[src/rtl/snn_pkg.sv]
// Shared defaults, state encodings and helpers for the SNN spike decoder.
package snn_pkg;

  localparam int SNN_N_CH  = 3;
  localparam int SNN_CNT_W = 8;

  typedef logic [SNN_CNT_W-1:0] cnt_t;

  // FSM encodings kept as plain constants so older tools and netlists see fixed codes
  localparam logic [1:0] ST_IDLE   = 2'd0;
  localparam logic [1:0] ST_ACCUM  = 2'd1;
  localparam logic [1:0] ST_REPORT = 2'd2;

  // Width of a channel index; a single channel still needs one bit to be a legal port
  function automatic int cls_w(input int n);
    return (n > 1) ? $clog2(n) : 1;
  endfunction

  localparam int SNN_CLS_W = cls_w(SNN_N_CH);

endpackage

[src/rtl/snn_argmax.sv]
// Combinational argmax over N_CH counters; ties go to the lowest index.
module snn_argmax
  import snn_pkg::*;
#(
  parameter  int N_CH  = SNN_N_CH,
  parameter  int CNT_W = SNN_CNT_W,
  localparam int CLS_W = cls_w(N_CH)
) (
  input  logic [N_CH-1:0][CNT_W-1:0] i_cnt,
  output logic [CLS_W-1:0]           o_idx,
  output logic                       o_all_zero
);

  logic [CNT_W-1:0] best;

  // Linear scan; strict '>' keeps the earlier channel on a tie
  always_comb begin
    best  = i_cnt[0];
    o_idx = '0;
    for (int k = 1; k < N_CH; k++) begin
      if (i_cnt[k] > best) begin
        best  = i_cnt[k];
        o_idx = CLS_W'(k);
      end
    end
    // The maximum is zero only when every channel is zero
    o_all_zero = (best == '0);
  end

endmodule

[src/rtl/snn_spike_decoder.sv]
// Rate decoder: counts spikes per channel over a fixed window, then reports
// counts and the winning class with a one-cycle valid strobe.
module snn_spike_decoder
  import snn_pkg::*;
#(
  parameter  int N_CH   = SNN_N_CH,
  parameter  int WINDOW = 64,
  parameter  int CNT_W  = SNN_CNT_W,
  localparam int CLS_W  = cls_w(N_CH)
) (
  input  logic                  i_clk,
  input  logic                  i_rstn,
  input  logic [N_CH-1:0]       i_spike,
  input  logic                  i_start,
  input  logic                  i_continuous,
  output logic                  o_busy,
  output logic                  o_valid,
  output logic [N_CH*CNT_W-1:0] o_counts,
  output logic [CLS_W-1:0]      o_class,
  output logic                  o_none
);

  localparam int WIN_W = $clog2(WINDOW);

  logic [1:0]                  state_q, state_d;
  logic [WIN_W-1:0]            win_q, win_d;
  logic [N_CH-1:0][CNT_W-1:0]  cnt_q, cnt_d, cnt_inc;
  logic [N_CH-1:0][CNT_W-1:0]  counts_q, counts_d;
  logic [CLS_W-1:0]            class_q, class_d;
  logic                        none_q, none_d;
  logic                        valid_q, valid_d;
  logic                        busy_q, busy_d;
  logic [CLS_W-1:0]            am_idx;
  logic                        am_zero;
  logic                        win_last;

  // Saturating per-channel increment including this cycle's spikes
  always_comb begin
    for (int k = 0; k < N_CH; k++) begin
      cnt_inc[k] = (i_spike[k] && (cnt_q[k] != {CNT_W{1'b1}})) ? cnt_q[k] + 1'b1 : cnt_q[k];
    end
  end

  // Argmax sees the final counts so the last ACCUM cycle's spikes are included
  snn_argmax #(.N_CH(N_CH), .CNT_W(CNT_W)) u_argmax (
    .i_cnt      (cnt_inc),
    .o_idx      (am_idx),
    .o_all_zero (am_zero)
  );

  assign win_last = (win_q == WIN_W'(WINDOW - 1));

  // FSM, window counter and report capture
  always_comb begin
    state_d  = state_q;
    win_d    = win_q;
    cnt_d    = cnt_q;
    counts_d = counts_q;
    class_d  = class_q;
    none_d   = none_q;
    valid_d  = 1'b0;
    case (state_q)
      ST_IDLE: begin
        if (i_start) begin
          state_d = ST_ACCUM;
          win_d   = '0;
          cnt_d   = '0;
        end
      end
      ST_ACCUM: begin
        if (win_last) begin
          state_d  = ST_REPORT;
          win_d    = '0;
          cnt_d    = '0;
          counts_d = cnt_inc;
          class_d  = am_idx;
          none_d   = am_zero;
          valid_d  = 1'b1;
        end else begin
          win_d = win_q + 1'b1;
          cnt_d = cnt_inc;
        end
      end
      ST_REPORT: begin
        state_d = i_continuous ? ST_ACCUM : ST_IDLE;
      end
      default: begin
        state_d = ST_IDLE;
        win_d   = '0;
        cnt_d   = '0;
      end
    endcase
    busy_d = (state_d != ST_IDLE);
  end

  // State and output registers; reset discards any partial window
  always_ff @(posedge i_clk or negedge i_rstn) begin
    if (!i_rstn) begin
      state_q  <= ST_IDLE;
      win_q    <= '0;
      cnt_q    <= '0;
      counts_q <= '0;
      class_q  <= '0;
      none_q   <= 1'b0;
      valid_q  <= 1'b0;
      busy_q   <= 1'b0;
    end else begin
      state_q  <= state_d;
      win_q    <= win_d;
      cnt_q    <= cnt_d;
      counts_q <= counts_d;
      class_q  <= class_d;
      none_q   <= none_d;
      valid_q  <= valid_d;
      busy_q   <= busy_d;
    end
  end

  assign o_busy   = busy_q;
  assign o_valid  = valid_q;
  assign o_counts = counts_q;
  assign o_class  = class_q;
  assign o_none   = none_q;

endmodule

[config.mk]
export PLATFORM = sky130hd
export DESIGN_NAME = snn_spike_decoder
export DESIGN_NICKNAME = d
export VERILOG_FILES = /design/src/rtl/snn_pkg.sv /design/src/rtl/snn_argmax.sv /design/src/rtl/snn_spike_decoder.sv
export SDC_FILE = /design/constraint.sdc
export NUM_CORES = 1
export LEC_CHECK = 0
export ABC_CLOCK_PERIOD_IN_PS = 14000
export BUFFER_PORTS_ARGS = -buffer_cell sky130_fd_sc_hd__buf_4
export CAP_MARGIN = 10
export CORE_ASPECT_RATIO = 1.4
export CORE_MARGIN = 2
export CORE_UTILIZATION = 55
export CTS_BUF_LIST = sky130_fd_sc_hd__clkbuf_16
export DETAILED_ROUTE_END_ITERATION = 8
export PLACE_DENSITY_LB_ADDON = 0.25
export SETUP_SLACK_MARGIN = 0.2
export SLEW_MARGIN = 20
export SYNTH_ARGS = -nofsm -noshare
export SYNTH_HDL_FRONTEND = slang
export SYNTH_SLANG_ARGS = --single-unit
[constraint.sdc]
create_clock -name i_clk -period 14 [get_ports i_clk]
set_clock_uncertainty 0.15 [all_clocks]
set_input_delay 2.8 -clock i_clk [delete_from_list [all_inputs] [get_ports i_clk]]
set_output_delay 2.8 -clock i_clk [all_outputs]
set_load 0.03 [all_outputs]
==> results of run 1 <==
-- stage by stage --
stage	setup WS, ps	total power [W]	area (um2)
after global routing	6420	0.000924	4130
after CTS	6780	0.000861	4130
after detailed placement	6440	0.000636	3840
final	6720	0.000861	4130
after global placement	6600	0.000617	3840
after floorplan	7120	0.000553	3530
-- routing by layer --
layer,GRT usage,vias up,share of wire
met1,0.320,1419,0.43
met5,0,-,0
met2,0.406,101,0.48
met4,0.122,0,0.030
met3,0.0736,24,0.063
li1,-,1494,-
-- flip-flops by register name (all words and copies together), names as in the netlist --
signal    flops
o_valid       1
o_class       2
win_q         6
o_busy        1
cnt_q        24
o_counts     24
state_q       2
o_none        1
-- layout by cell type (no fill, tap or decap), types with 2 or more instances in the layout --
master      netlist  routed
a21o_1            7       7
a21oi_1          17      17
a22o_1            8       8
a31oi_1           2       2
and3_1           11      11
buf_4             0      38
clkbuf_16         0       9
clkinv_1          0       2
clkinvlp_4        0       2
dfrtp_1          61      61
ha_1             18      18
inv_1            11      11
mux2i_1           6       6
nand2_1          72      72
nand2b_1          3       3
nand3_1          11      11
nand4_1          11      11
nor2_1           25      25
nor2b_1           3       3
nor3_1            7       7
o2111ai_1         2       2
o21a_1            4       4
o21ai_0          48      48
o21ai_1           2       2
o31ai_1           7       7
or3_1             5       5
xnor2_1          10      10
xor2_1            7       7
-- layout make-up --
cell class,instances,area (um2)
Fill cell,520,2080
Multi-Input combinational cell,311,1900
Sequential cell,61,1530
Timing Repair Buffer,38,285
Clock buffer,9,225
Tap cell,72,90.1
Clock inverter,7,66.3
Inverter,11,41.3
-- how the worst max path moves through the flow --
stage	slack, ps	cells after the start	end
finish	6720	21	o_none$_DFFE_PN0P_
global route	6420	21	o_none$_DFFE_PN0P_
CTS	6780	21	o_none$_DFFE_PN0P_
detailed placement	6440	21	o_none$_DFFE_PN0P_
global placement	6600	21	o_none$_DFFE_PN0P_
floorplan	7120	21	o_none$_DFFE_PN0P_
-- worst min-delay path, cell delays in order (launching register included) --
cell and delay, ps:
dfrtp_1 340, nand2_1 50, nand2_1 50
-- cells by family (layout without fill, tap and decap cells) --
kind of cell,Yosys count,count (layout),share of synthesized area
DFF,61,61,0.432
AOI/OAI and AO/OA,109,109,0.192
muxes,9,9,0.0276
xor gates and xnor gates,17,17,0.0421
buffers and inverters,27,65,0.0319
adders and majority gates,18,18,0.0637
and+or+nand+nor,158,158,0.211
-- power by group --
group / switching, W / internal (W) / total [W]
sequential: 0.0000354 / 0.000204 / 0.000239
clock: 0.0000810 / 0.000136 / 0.000217
combinational: 0.000242 / 0.000162 / 0.000404
==> flow_summary.toml, run 1 <==
[run_status]
outcome = "finished, final reports clean"

[place]
routabilityCongestion = 0.934
placed_cells_incl_taps = 493
io_buffers = 35
dp_hpwl_mm = 5.71

[global_route]
grt_max_degree = 62
grt-ovfl-total = 0
grt_pass1_wl_mm = 14.2
antenna_found_initial = 0
grtUsageTotal = 0.256
grt_pass1_vias = 2969

[synthesis]
synth_fp_nets = 424
ys_ff_latch = 61
ys.flop_type = "dfrtp_1"
synth_top_area_cell = "dfrtp_1"
ys_seq_area_frac = 0.432
syn_inst = 399
syn_avg_cell_area_um2 = 8.86
synth_commonest_cells = "nand2_1, dfrtp_1, o21ai_0"
synth_top_cell_area_share = 0.432
synthesis.area_um2 = 3530
synth.most_common_cell = "nand2_1"
synth_edf_count = 0
ys_warn_count = 0
synth_cell_types = 53
synthArstFlopShare = 1.00
synthTopCellsByArea = "dfrtp_1, nand2_1, o21ai_0, ha_1, nor2_1"

[die]
die_w_um = 71.8
initial_utilization = 0.569
rows = 34
die_h_um = 98.9
die_area_um2 = 7090
io_pins = 36
core_um2 = 6210

[clocking]
htree_levels = 3
clk-insertion-delay-late_ps = 330
cts_tree = "built"
cts.sinks = 61
clockBufferDepth = 2
cts_setup_buffers = 0
cts_root_buf = "clkbuf_16"
numCtsBuffers = 9
hold_buffers = 0
cts_resized = 0
clk_pin_slew_ps = 60

[sta]
slew_viol_final = 0
holdWs_ps = 327
period_needed_ps = 7280
slew_headroom = 0.389
setup_tns_ps = 0
final-hold-violation-count = 0
fin_crit_sh = 0.520
max_freq_mhz = 137
tightest_slew_ps = 914
setup_viol_count_final = 0
rsz0062_at_grt = "no"

[setup_path]
critical_path.top_delay_family = "compound AO/OA/AOI/OAI gates"
startpoint = "i_spike[1]"
crit_arrival_ps = 7370
worst_path_max_delay_cell = "o21ai_0"
cp_common_cell = "a21oi_1"
end_kind = "register"
cp_cell_sequence = "buf_4, o21ai_2, or3_1, xnor2_1, ha_1, a21oi_1, o21ai_0, a21oi_1, o21ai_0, o2bb2ai_2, or2_4, mux2i_1, ha_1, a21o_1, a21oi_1, a21oi_1, o21ai_0, nand3_1, nor3_1, mux2i_1, a211oi_1"
path_max_fanout = 11
crit_type = "primary input to register"
cp-start-kind = "primary input"
regToRegStartpoint = "cnt_q[8]$_DFFE_PN0P_"
reg2regPathDepth = 22
crit_buf_inv = 1
rr_endpoint = "o_none$_DFFE_PN0P_"
worst_ep_required_time_ps = 14090
critical_path.max_stage_delay_ps = 550
ff2ff_setup_slack_ps = 8430

[layout]
drive_above_1_share = 0.140
area_growth_pct = 16.8
final_util = 0.665
layout.nets = 457
antennaDiodeCount = 0
stdcell_count = 509

[pwr]
p_leak_nw = 2.01
ir_drop_mv = 0.127
power.density_nw_per_um2 = 208

[drt]
routed_wl_mm = 8.23
drtIter0Drc = 207
vias_per_cell = 5.97
drc = 0
drtAntennaViolNets = 0
wl_per_cell_um = 16.2
routed-via-count = 3038
drt-pass1-iter-count = 5

[hold_path]
holdPathEnd = "o_counts[11]$_DFFE_PN0P_"
min_from = "o_counts[11]$_DFFE_PN0P_"
hold_depth = 2
hp-class = "register to register"

[flow_run]
cap_violations = 0
(Power assumes the default switching activity.)
==> run 2, diff against run 1 <==
--- a/config.mk
+++ b/config.mk
@@ -5,7 +5,7 @@
 export SDC_FILE = /design/constraint.sdc
 export NUM_CORES = 1
 export LEC_CHECK = 0
-export ABC_CLOCK_PERIOD_IN_PS = 14000
+export ABC_CLOCK_PERIOD_IN_PS = 6700
 export BUFFER_PORTS_ARGS = -buffer_cell sky130_fd_sc_hd__buf_4
 export CAP_MARGIN = 10
 export CORE_ASPECT_RATIO = 1.4
==> constraint.sdc (replaced) <==
create_clock -name i_clk -period 6.7 [get_ports i_clk]
set_clock_uncertainty 0.15 [all_clocks]
set_input_delay 1.34 -clock i_clk [delete_from_list [all_inputs] [get_ports i_clk]]
set_output_delay 1.34 -clock i_clk [all_outputs]
set_load 0.03 [all_outputs]
==> run 2 against run 1 <==
Non-clock buffer count increased by 1. Combinational power up 110%. Cell count did not move. Utilization is essentially flat. Via count stayed put. Global-route usage shrank 1.1 points. Sequential share of layout area about the same. Die area unchanged. Register-to-register slack got worse by 7300 ps.
==> flow_summary.toml, run 2 (synthesis results as in run 1) <==
[run_status]
outcome = "finished, final reports clean"

[clocking]
clk_pin_slew_ps = 50
hold_buffers = 0
clockBufferDepth = 2
numCtsBuffers = 9
cts_setup_buffers = 0
clk-insertion-delay-late_ps = 330
htree_levels = 3
cts_root_buf = "clkbuf_16"
cts_resized = 0
cts_tree = "built"
cts.sinks = 61

[pwr]
p_leak_nw = 2.02
power.density_nw_per_um2 = 427
ir_drop_mv = 0.225

[layout]
multi_input_comb_area_um2 = 1900
antennaDiodeCount = 0
layout.nets = 458
final_cell_mix = "nand2_1, dfrtp_1, o21ai_0"
stdcell_count = 509
drive_above_1_share = 0.137
final_area_um2 = 4130
final_util = 0.665
register_area_um2 = 1530
fill_cells = 529
final_common_cell = "nand2_1"
area_growth_pct = 16.8

[sta]
setup_viol_count_final = 0
worst_slack_ps = 888
final-hold-violation-count = 0
slew_headroom = 0.361
tightest_slew_ps = 955
setup_tns_ps = 0
rsz0062_at_grt = "no"
period_needed_ps = 5810
fin_crit_sh = 0.867
max_freq_mhz = 172
slew_viol_final = 0

[drt]
routed_wl_mm = 7.89
wl_per_cell_um = 15.5
vias_per_cell = 5.97
drc = 0
routed-via-count = 3038
drtIter0Drc = 197
drt-pass1-iter-count = 5
drtAntennaViolNets = 0

[setup_path]
critical_path.max_stage_delay_ps = 570
cp-start-kind = "primary input"
worst_ep_required_time_ps = 6750
path_max_fanout = 11
end_kind = "register"
worst_path_max_delay_cell = "o21ai_0"
crit_arrival_ps = 5860
cp_cell_sequence = "buf_4, o21ai_2, or3_1, xnor2_1, ha_1, a21oi_1, o21ai_0, a21oi_1, o21ai_0, o2bb2ai_2, or2_4, mux2i_1, ha_1, a21o_1, a21oi_1, a21oi_1, o21ai_0, nor3_1, a32o_1, nor3_1, a211oi_1"
cp_common_cell = "a21oi_1"
crit_type = "primary input to register"

[die]
io_pins = 36
die_w_um = 71.8
die_h_um = 98.9
die_area_um2 = 7090
core_um2 = 6210
rows = 34
initial_utilization = 0.569

[place]
placed_cells_incl_taps = 494
routabilityCongestion = 0.929
io_buffers = 35
dpl_cell_area_um2 = 3850
dp_hpwl_mm = 5.64
place_ws_ps = 618

[global_route]
grt_pass1_wl_mm = 13.7
grt-ovfl-total = 0
grt_pass1_vias = 2974
grtUsageTotal = 0.245
grt_max_degree = 62
antenna_found_initial = 0

[flow_run]
cap_violations = 0

[hold_path]
hp-class = "register to register"
==> run 2: cell count changes in the layout (fill, tap and decap cells not counted) <==
cell      change
buf_4         +1
clkinv_4      -1
inv_1         +1
clkinv_2      -1
==> run 2: through the flow <==
| step | power [W] | hold WS (ps) |
|---|---|---|
| after detailed placement | 0.00132 | 319 |
| after floorplan | 0.00115 | 292 |
| after global placement | 0.00129 | 305 |
| after CTS | 0.00176 | 330 |
| final | 0.00176 | 323 |
| after global routing | 0.00190 | 355 |
==> run 2: final timing paths <==
check,from,depth (start not counted),to,slack (ps)
setup / recovery,i_spike[1],21,o_none$_DFFE_PN0P_,890
hold / removal,o_counts[9]$_DFFE_PN0P_,2,o_counts[9]$_DFFE_PN0P_,320
setup reg to reg,cnt_q[8]$_DFFE_PN0P_,22,o_none$_DFFE_PN0P_,1140
hold reg to reg,o_counts[9]$_DFFE_PN0P_,2,o_counts[9]$_DFFE_PN0P_,320
max in group asynchronous,i_rstn,1,o_counts[11]$_DFFE_PN0P_,4980
min in group asynchronous,i_rstn,1,o_counts[19]$_DFFE_PN0P_,940
==> run 2: layout make-up <==
class / count / area share
tap: 72 / 0.0218
inverter: 11 / 0.0100
clock inverter: 6 / 0.0136
multi-input combinational: 311 / 0.459
sequential: 61 / 0.370
clock buffer: 9 / 0.0546
timing repair buffer: 39 / 0.0709
==> run 2: per-layer routing <==
layer / global-route usage / vias up / part of all wire
met5: 0 / - / 0
met4: 0.104 / 0 / 0.019
met3: 0.0470 / 13 / 0.054
met2: 0.400 / 89 / 0.50
met1: 0.315 / 1440 / 0.43
li1: - / 1496 / -
==> run 2: where the power goes <==
group / switching, W / internal (W) / total, W
registers: 0.0000713 / 0.000426 / 0.000497
clock network: 0.000150 / 0.000281 / 0.000431
logic: 0.000493 / 0.000340 / 0.000834
total: 0.000715 / 0.00105 / 0.00176
==> run 2: critical path, delay by kind of cell <==
kind / cells / cell delay (ps)
compound gates: 12 / 2230
buf+inv: 1 / 110
simple gates: 4 / 970
xor+xnor: 1 / 400
fa+ha+maj: 2 / 660
mux: 1 / 140
